## src/rtl/vga_pkg.sv

```systemverilog
// Shared VGA timing definitions: 800x600@60 defaults, counter widths,
// and the axis-total helper used by timing and drawing blocks.
package vga_pkg;

    localparam int H_ACTIVE_DEF = 800;
    localparam int H_FP_DEF     = 40;
    localparam int H_SYNC_DEF   = 128;
    localparam int H_BP_DEF     = 88;
    localparam int V_ACTIVE_DEF = 600;
    localparam int V_FP_DEF     = 1;
    localparam int V_SYNC_DEF   = 4;
    localparam int V_BP_DEF     = 23;

    localparam int H_TOTAL = H_ACTIVE_DEF + H_FP_DEF + H_SYNC_DEF + H_BP_DEF; // 1056
    localparam int V_TOTAL = V_ACTIVE_DEF + V_FP_DEF + V_SYNC_DEF + V_BP_DEF; // 628

    localparam int HCNT_W  = 11;
    localparam int VCNT_W  = 10;
    localparam int FRAME_W = 16;

    // Largest totals the counter widths can represent.
    localparam int H_TOTAL_MAX = 2048;
    localparam int V_TOTAL_MAX = 1024;

    function automatic int axis_total(input int active, input int fp,
                                      input int sync, input int bp);
        return active + fp + sync + bp;
    endfunction

endpackage

```

## src/rtl/vga_axis_counter.sv

```systemverilog
// Generic wrapping position counter for one VGA axis. Blank/sync flags are
// decoded from the next count so they line up with the count register.
module vga_axis_counter
    import vga_pkg::*;
#(
    parameter int W        = HCNT_W,
    parameter int ACTIVE   = H_ACTIVE_DEF,
    parameter int FP       = H_FP_DEF,
    parameter int SYNC     = H_SYNC_DEF,
    parameter int BP       = H_BP_DEF,
    parameter bit SYNC_POS = 1'b1
) (
    input  logic         clk,
    input  logic         rst,       // asynchronous, active-low
    input  logic         adv,       // advance one position this clock
    output logic [W-1:0] count,
    output logic         last,      // count is at TOTAL-1
    output logic         blank,
    output logic         sync,
    output logic         zero_nxt   // count will be zero after this clock
);

    localparam int TOTAL = axis_total(ACTIVE, FP, SYNC, BP);

    localparam logic [W-1:0] LAST_C    = W'(TOTAL - 1);
    localparam logic [W-1:0] ACTIVE_C  = W'(ACTIVE);
    localparam logic [W-1:0] SYNC_LO_C = W'(ACTIVE + FP);
    localparam logic [W-1:0] SYNC_HI_C = W'(ACTIVE + FP + SYNC - 1);

    logic [W-1:0] count_q, count_d;
    logic         blank_q, blank_d;
    logic         sync_q, sync_d;

    // Next count and the decodes that belong to it.
    always_comb begin
        count_d = count_q;
        if (adv) begin
            count_d = (count_q == LAST_C) ? '0 : count_q + 1'b1;
        end
        blank_d = (count_d >= ACTIVE_C);
        sync_d  = ((count_d >= SYNC_LO_C) && (count_d <= SYNC_HI_C)) ? SYNC_POS : ~SYNC_POS;
    end

    // Count and decode registers; reset parks the axis at position 0.
    always_ff @(posedge clk or negedge rst) begin
        if (!rst) begin
            count_q <= '0;
            blank_q <= 1'b0;
            sync_q  <= ~SYNC_POS;
        end else begin
            count_q <= count_d;
            blank_q <= blank_d;
            sync_q  <= sync_d;
        end
    end

    assign count    = count_q;
    assign last     = (count_q == LAST_C);
    assign blank    = blank_q;
    assign sync     = sync_q;
    assign zero_nxt = (count_d == '0);

endmodule

```

## src/rtl/vga_timing_gen.sv

```systemverilog
// VGA raster timing generator: horizontal and vertical position counters,
// blank/sync decodes, line/frame start markers and a completed-frame counter.
// Every output is a register with zero skew relative to hcount/vcount.
module vga_timing_gen
    import vga_pkg::*;
#(
    parameter int H_ACTIVE = H_ACTIVE_DEF,
    parameter int H_FP     = H_FP_DEF,
    parameter int H_SYNC   = H_SYNC_DEF,
    parameter int H_BP     = H_BP_DEF,
    parameter int V_ACTIVE = V_ACTIVE_DEF,
    parameter int V_FP     = V_FP_DEF,
    parameter int V_SYNC   = V_SYNC_DEF,
    parameter int V_BP     = V_BP_DEF,
    parameter bit SYNC_POS = 1'b1
) (
    input  logic               clk,
    input  logic               rst,         // asynchronous, active-low
    input  logic               en,
    output logic [HCNT_W-1:0]  hcount,
    output logic [VCNT_W-1:0]  vcount,
    output logic               hblnk,
    output logic               vblnk,
    output logic               hsync,
    output logic               vsync,
    output logic               line_start,
    output logic               frame_start,
    output logic [FRAME_W-1:0] frame_cnt
);

    localparam int H_TOT = axis_total(H_ACTIVE, H_FP, H_SYNC, H_BP);
    localparam int V_TOT = axis_total(V_ACTIVE, V_FP, V_SYNC, V_BP);

    // Totals that overflow the fixed counter widths are rejected at elaboration.
    if (H_TOT > H_TOTAL_MAX) begin : g_h_total_too_big
        $error("vga_timing_gen: horizontal total exceeds 2048");
    end
    if (V_TOT > V_TOTAL_MAX) begin : g_v_total_too_big
        $error("vga_timing_gen: vertical total exceeds 1024");
    end

    logic h_last, h_zero_nxt;
    logic v_last, v_zero_nxt;

    vga_axis_counter #(
        .W(HCNT_W), .ACTIVE(H_ACTIVE), .FP(H_FP), .SYNC(H_SYNC), .BP(H_BP),
        .SYNC_POS(SYNC_POS)
    ) u_h_axis (
        .clk      (clk),
        .rst      (rst),
        .adv      (en),
        .count    (hcount),
        .last     (h_last),
        .blank    (hblnk),
        .sync     (hsync),
        .zero_nxt (h_zero_nxt)
    );

    // The vertical axis steps only on the clock where the line wraps.
    vga_axis_counter #(
        .W(VCNT_W), .ACTIVE(V_ACTIVE), .FP(V_FP), .SYNC(V_SYNC), .BP(V_BP),
        .SYNC_POS(SYNC_POS)
    ) u_v_axis (
        .clk      (clk),
        .rst      (rst),
        .adv      (en & h_last),
        .count    (vcount),
        .last     (v_last),
        .blank    (vblnk),
        .sync     (vsync),
        .zero_nxt (v_zero_nxt)
    );

    logic [FRAME_W-1:0] frame_cnt_q, frame_cnt_d;
    logic               line_start_q, line_start_d;
    logic               frame_start_q, frame_start_d;

    // Start markers follow the next position; frame count bumps on full wrap.
    always_comb begin
        frame_cnt_d   = frame_cnt_q;
        line_start_d  = h_zero_nxt;
        frame_start_d = h_zero_nxt & v_zero_nxt;
        if (en && h_last && v_last) begin
            frame_cnt_d = frame_cnt_q + 1'b1;
        end
    end

    // Marker and frame-count registers; reset lands on position (0,0).
    always_ff @(posedge clk or negedge rst) begin
        if (!rst) begin
            frame_cnt_q   <= '0;
            line_start_q  <= 1'b1;
            frame_start_q <= 1'b1;
        end else begin
            frame_cnt_q   <= frame_cnt_d;
            line_start_q  <= line_start_d;
            frame_start_q <= frame_start_d;
        end
    end

    assign frame_cnt   = frame_cnt_q;
    assign line_start  = line_start_q;
    assign frame_start = frame_start_q;

endmodule

```

## config.mk

```make
export PLATFORM = sky130hd
export DESIGN_NAME = vga_timing_gen
export DESIGN_NICKNAME = d
export VERILOG_FILES = /design/src/rtl/vga_pkg.sv /design/src/rtl/vga_axis_counter.sv /design/src/rtl/vga_timing_gen.sv
export SDC_FILE = /design/constraint.sdc
export NUM_CORES = 1
export LEC_CHECK = 0
export CAP_MARGIN = 0
export CORE_MARGIN = 2
export CORE_UTILIZATION = 50
export CTS_CLUSTER_DIAMETER = 200
export DETAILED_ROUTE_END_ITERATION = 16
export GPL_ROUTABILITY_DRIVEN = 1
export PLACE_DENSITY = 0.82
export SYNTH_ARGS = -nofsm -noshare
export SYNTH_HDL_FRONTEND = slang
export SYNTH_HIERARCHICAL = 1
export SYNTH_SLANG_ARGS = --single-unit
```

## constraint.sdc

```tcl
create_clock -name clk -period 3.4 [get_ports clk]
set_input_delay 0.51 -clock clk [delete_from_list [all_inputs] [get_ports clk]]
set_output_delay 0.51 -clock clk [all_outputs]
set_load 0.05 [all_outputs]
```

=== Yosys cells after proc, flatten, opt, wreduce, memory -nomap -nowiden ===
Cells that the tools add are included.
Widths: inputs -> output; s select.

* Register bits: 43
* Bits in latches: 0
* RAM bits: 0
* ROM bits: 0
* Input port bits: 3
* Output and inout bits: 43
* Memories: 0

* $add $sub $neg: 3
* Multipliers: 0
* Div/mod/pow operators: 0
* Magnitude comparators: 6
* Eq/ne operators: 2
* Shift operators: 0
* Muxes and demuxes: 6
* Bitwise gates (word level): 2
* Reductions and logical operators: 6

{| class="wikitable"
|+ Operator list
! kind !! number
|-
| $ge 11x10->1 const B || 2
|-
| $mux 11 || 2
|-
| $ge 10x10->1 const B || 2
|-
| $mux 10 || 2
|-
| $add 16x1->16 const B || 1
|-
| $add 11x1->11 const B || 1
|-
| $eq 11x11->1 const B || 1
|-
| $le 11x10->1 const B || 1
|-
| $logic_not 11->1 || 1
|-
| $add 10x1->10 const B || 1
|-
| $eq 10x10->1 const B || 1
|-
| $le 10x10->1 const B || 1
|-
| $logic_not 10->1 || 1
|-
| $logic_and 1x1->1 || 4
|-
| $and 1x1->1 || 2
|-
| $mux 1 || 2
|}

=== Logic depth before layout (Yosys ltp) ===
* Depth after elaboration: 6
* Gate-level depth with buffers: 13
* Depth with buffers taken out: 10

=== Modules after synthesis ===
Netlist, hierarchy kept.

{| class="wikitable"
|+ By module, submodules not included
! module !! times used !! cells an instance !! area an instance (um^2) !! seq. area each (um^2)
|-
| vga_axis_counter at u_h_axis || 1 || 102 || 889.6 || 325.3
|-
| vga_axis_counter at u_v_axis || 1 || 95 || 849.6 || 300.3
|-
| vga_timing_gen || 1 || 64 || 799.5 || 452.9
|}

=== Least setup slack after synthesis ===
Ideal clock, no wire load.

* Path kind: register -> register
* Start point: register u_h_axis.count_q[0] (netlist: u_h_axis/count[0])
* End point: register frame_start_q (netlist: frame_start)
* Library setup time: 62 ps
* Arrival time: 2958 ps
* Required time: 3338 ps
* Slack: 380 ps
* Cell stages (with the launch flop): 11
* Path buffers: 0
* Period minus slack after synthesis: 3020 ps
* Path through: dfrtp_1 -> ha_1 -> nand4_1 -> nor2_1 -> and2_1 -> nand4_1 -> nor2_1 -> mux2_4 -> o211a_1 -> a221oi_1 -> and2_1

* Word-level cells in the longest chain between the ends: 5

{| class="wikitable"
|+ Ends and longest elaborated chain
! item !! line !! source
|-
| start: declaration || vga_axis_counter.sv:30 || <nowiki>logic [W-1:0] count_q, count_d;</nowiki>
|-
| start signal: assignment || vga_axis_counter.sv:51 || <nowiki>count_q <= count_d;</nowiki>
|-
| $eq 11x11->1 || vga_axis_counter.sv:58 || <nowiki>assign last = (count_q == LAST_C);</nowiki>
|-
| named net h_last || vga_timing_gen.sv:42 || <nowiki>logic h_last, h_zero_nxt;</nowiki>
|-
| $and 1x1->1 || vga_timing_gen.sv:66 || <nowiki>.adv (en & h_last),</nowiki>
|-
| $mux 10 || vga_axis_counter.sv:37 || <nowiki>if (adv) begin</nowiki>
|-
| $logic_not 10->1 || vga_axis_counter.sv:61 || <nowiki>assign zero_nxt = (count_d == '0);</nowiki>
|-
| named net v_zero_nxt || vga_timing_gen.sv:43 || <nowiki>logic v_last, v_zero_nxt;</nowiki>
|-
| $and 1x1->1 || vga_timing_gen.sv:82 || <nowiki>frame_start_d = h_zero_nxt & v_zero_nxt;</nowiki>
|-
| named net frame_start_d || vga_timing_gen.sv:76 || <nowiki>logic frame_start_q, frame_start_d;</nowiki>
|-
| end signal: assignment || vga_timing_gen.sv:97 || <nowiki>frame_start_q <= frame_start_d;</nowiki>
|-
| end: declaration || vga_timing_gen.sv:76 ||
|}

The timed path passes the listed nets, and every way through them passes these cells.
A chain may end at the register's enable or synchronous reset.

=== Final worst setup path ===
Ends and elaborated chain as after synthesis.

==> results.md <==
* Status: finished clean
* R2R setup slack at 0.41 ns
* Hold buffer count at CTS at 0
* Crit-path max FO at 7
* Post-synth EDFFs at 0
* Multi-input gate area at 1334 µm²
* Number of H-tree levels at 2
* Peak Freq at 334.8 MHz
* Fin. max-slew vios at 0
* YS warnings at 6
* Core Util, Final at 65.22%
* WL/cell at 15.17 µm
* Clock buffer depth at 2
* TritonRoute pass-1 iters at 4
* Clock transition at path regs at 0.09 ns
* Final hold violation count at 0
* # DRC at 0
* Leak at 1.291 nW
* CP max stage delay at 0.48 ns
* CTS Buf Count at 5
* Vias at 2060
* Nets@finish at 308
* Layout area overhead at 23.76%
* N_diodes at 0
* WP data arrival at 3.24 ns
* Final Wtd Congestion at 0.8822
* CP endpoint kind: register
* Worst-Skew Late Latency at 0.30 ns
* Mapped Avg Cell Area at 9.727 µm²
* Gr ovfl total at 0
* Psw at 0.4751 mW
* Post-CTS Resized at 0
* Die Ht at 75.26 µm
* IO Port Bufs at 45
* GR Util All Layers at 21.47%
* WL final at 5614 µm
* Flop pwr share at 43.6%
* DRT iter0 DRCs at 122
* Clk_skew at 0.005014 ns
* Worst R2R Path Depth at 10
* WS Path Type: reg2reg
* Peak VDD IR at 0.2774 mV
* Max-Slew Margin vs Limit at 36.89%
* FF-to-FF End: frame_start$_DFF_PN1_
* Clock network fraction of total power at 33.4%
* Starting Density at 52.70%
* Worst-Margin Slew at 0.9466 ns
* # IOs at 46
* Main synth FF type: dfrtp_1
* Worst path top cell family by delay: simple AND/OR/NAND/NOR gates
* Postcts setup bufs at 0
* CP bufs+invs at 0
* Yosys reg bits at 43
* HPWL after DPL at 3981 µm
* Die ar. at 5663 µm²
* First-pass GRT wire length at 9252 µm
* Synth unique cells at 61
* Routed Antenna Nets at 0
* CTS tree: done
* Crit path cell chain: ha_1 -> nand4_1 -> nor2_1 -> and2_1 -> nand4_1 -> nor2_1 -> mux2_4 -> o211a_1 -> a221oi_1 -> and2_1
* PwrDens at 455.8 nW/µm²
* Die X at 75.26 µm
* Largest net degree at the start of global routing at 44
* Slowest-stage cell, CP: dfrtp_1
* Seq/Total Area, Yosys at 42.48%
* Initial antenna violation count at 0
* HP Class: in2async
* Final Hold Slack at 0.3504 ns
* Core box area at 4817 µm²
* Number of global-route vias before repair at 1956
* Reg area at 1079 µm²
* Power Internal at 0.9568 mW
* CP required at 3.65 ns
* Max-cap violations at 0
* Setup TNS at 0 ns
* Count of final setup violators at 0
* Clk root buf: clkbuf_8
* Clk sink count at 43
* # placed instances at 362
* Filler Cells Inserted at 425
* Fraction of layout cells with a size suffix above 1 at 11.88%
* Async SR Flop Fraction at 100.0%
* Post-Layout Cell Count at 370
* Switching Fraction at 33.18%
* # rows at 25
* Fin crit period at 2.987 ns
* Worst setup SP type: register
* Combinational Power Share at 22.9%
* Most common cell after layout, fill and taps aside: clkdlybuf4s50_1
* Final period utilization at 87.85%
* RSZ-0062 raised after global routing: no
* Syn nets at 267
* Worst R2R Start: u_h_axis/count[0]$_DFF_PN0_
* Most frequent cells in the layout: clkdlybuf4s50_1, dfrtp_1, nand2_1
* Synth Instances at 261
* Post-synthesis cell area at 2539 µm²
* Routed vias/inst at 5.568
## how the worst max path moves through the flow
| stage | start | endpoint | slack [ns] | cells after the start |
|---|---|---|---|---|
| 2_1_floorplan | u_h_axis/count[0]$_DFF_PN0_ | frame_start$_DFF_PN1_ | 0.38 | 10 |
| 3_3_place_gp | u_h_axis/count[0]$_DFF_PN0_ | frame_start$_DFF_PN1_ | 0.55 | 10 |
| 3_5_place_dp | u_h_axis/count[0]$_DFF_PN0_ | frame_start$_DFF_PN1_ | 0.43 | 10 |
| 4_1_cts | u_h_axis/count[0]$_DFF_PN0_ | frame_start$_DFF_PN1_ | 0.39 | 10 |
| 5_1_grt | u_h_axis/count[0]$_DFF_PN0_ | frame_start$_DFF_PN1_ | 0.15 | 10 |
| 6_report | u_h_axis/count[0]$_DFF_PN0_ | frame_start$_DFF_PN1_ | 0.41 | 10 |
## worst reg2reg max path: cells and delay by family (launching register included)
kind            cells  cell delay, ns
compound gates      2            0.44
fa+ha+maj           1            0.29
flops               1            0.48
mux                 1            0.34
simple gates        6            1.39
## registers in the layout, summed over array words and instances, names as in the netlist
signal          flops
frame_cnt          16
u_h_axis/count     11
u_v_axis/count     10
frame_start         1
line_start          1
u_h_axis/blank      1
u_h_axis/sync       1
u_v_axis/blank      1
u_v_axis/sync       1
## layer usage
layer / vias to the layer above / GRT usage (%) / part of all wire, %
met5: - / 0 / 0
met4: 0 / 6.433 / 1.2
met3: 7 / 3.481 / 4.1
met2: 54 / 35.58 / 49
met1: 995 / 29.16 / 46
li1: 1004 / - / -
## layout make-up
type / instances / share of cell area [%]
Multi-Input combinational cell: 194 / 42.45
Inverter: 9 / 1.075
Sequential cell: 43 / 34.33
Timing Repair Buffer: 49 / 15.13
Tap cell: 67 / 2.668
Clock inverter: 3 / 2.151
Clock buffer: 5 / 2.190
## stage by stage
step / worst slack [ns] / total power, mW / area, µm²
after floorplan: 0.3799 / 0.8779 / 2539
after CTS: 0.3902 / 1.441 / 3142
after global routing: 0.1536 / 1.488 / 3142
after global placement: 0.5466 / 0.9565 / 3005
after detailed placement: 0.4289 / 0.9633 / 3005
final: 0.4131 / 1.432 / 3142
## cells in the mapped netlist (4+ instances only)
cell,count,area (µm²)
buf_4,4,30.03
xnor2_1,24,210.2
nand2_1,27,101.4
nor2_1,21,78.83
xor2_1,8,70.07
nand4_1,9,56.30
o21ai_0,9,45.04
buf_2,4,20.02
nor3_1,7,35.03
and3_1,6,37.54
inv_1,9,33.78
and4_1,5,43.79
dfrtp_1,41,1026
nand3_1,12,60.06
## power groups by stage
stage               Clock [mW]  Combinational, mW  Sequential (mW)
floorplan                    0              0.183            0.695
global placement             0              0.327            0.630
detailed placement           0              0.329            0.634
CTS                      0.486              0.331            0.624
global route             0.504              0.349            0.635
finish                   0.478              0.329            0.625
## cells by family after synthesis
logic type	after synthesis	synth area share [%]
and+or+nand+nor	115	25.97
DFF	43	42.48
AOI/OAI and AO/OA	36	10.05
xor gates and xnor gates	34	12.32
buffers and inverters	24	4.977
muxes	6	2.710
adders and majority gates	3	1.479
Note: power is estimated with default switching activity, not from simulation.
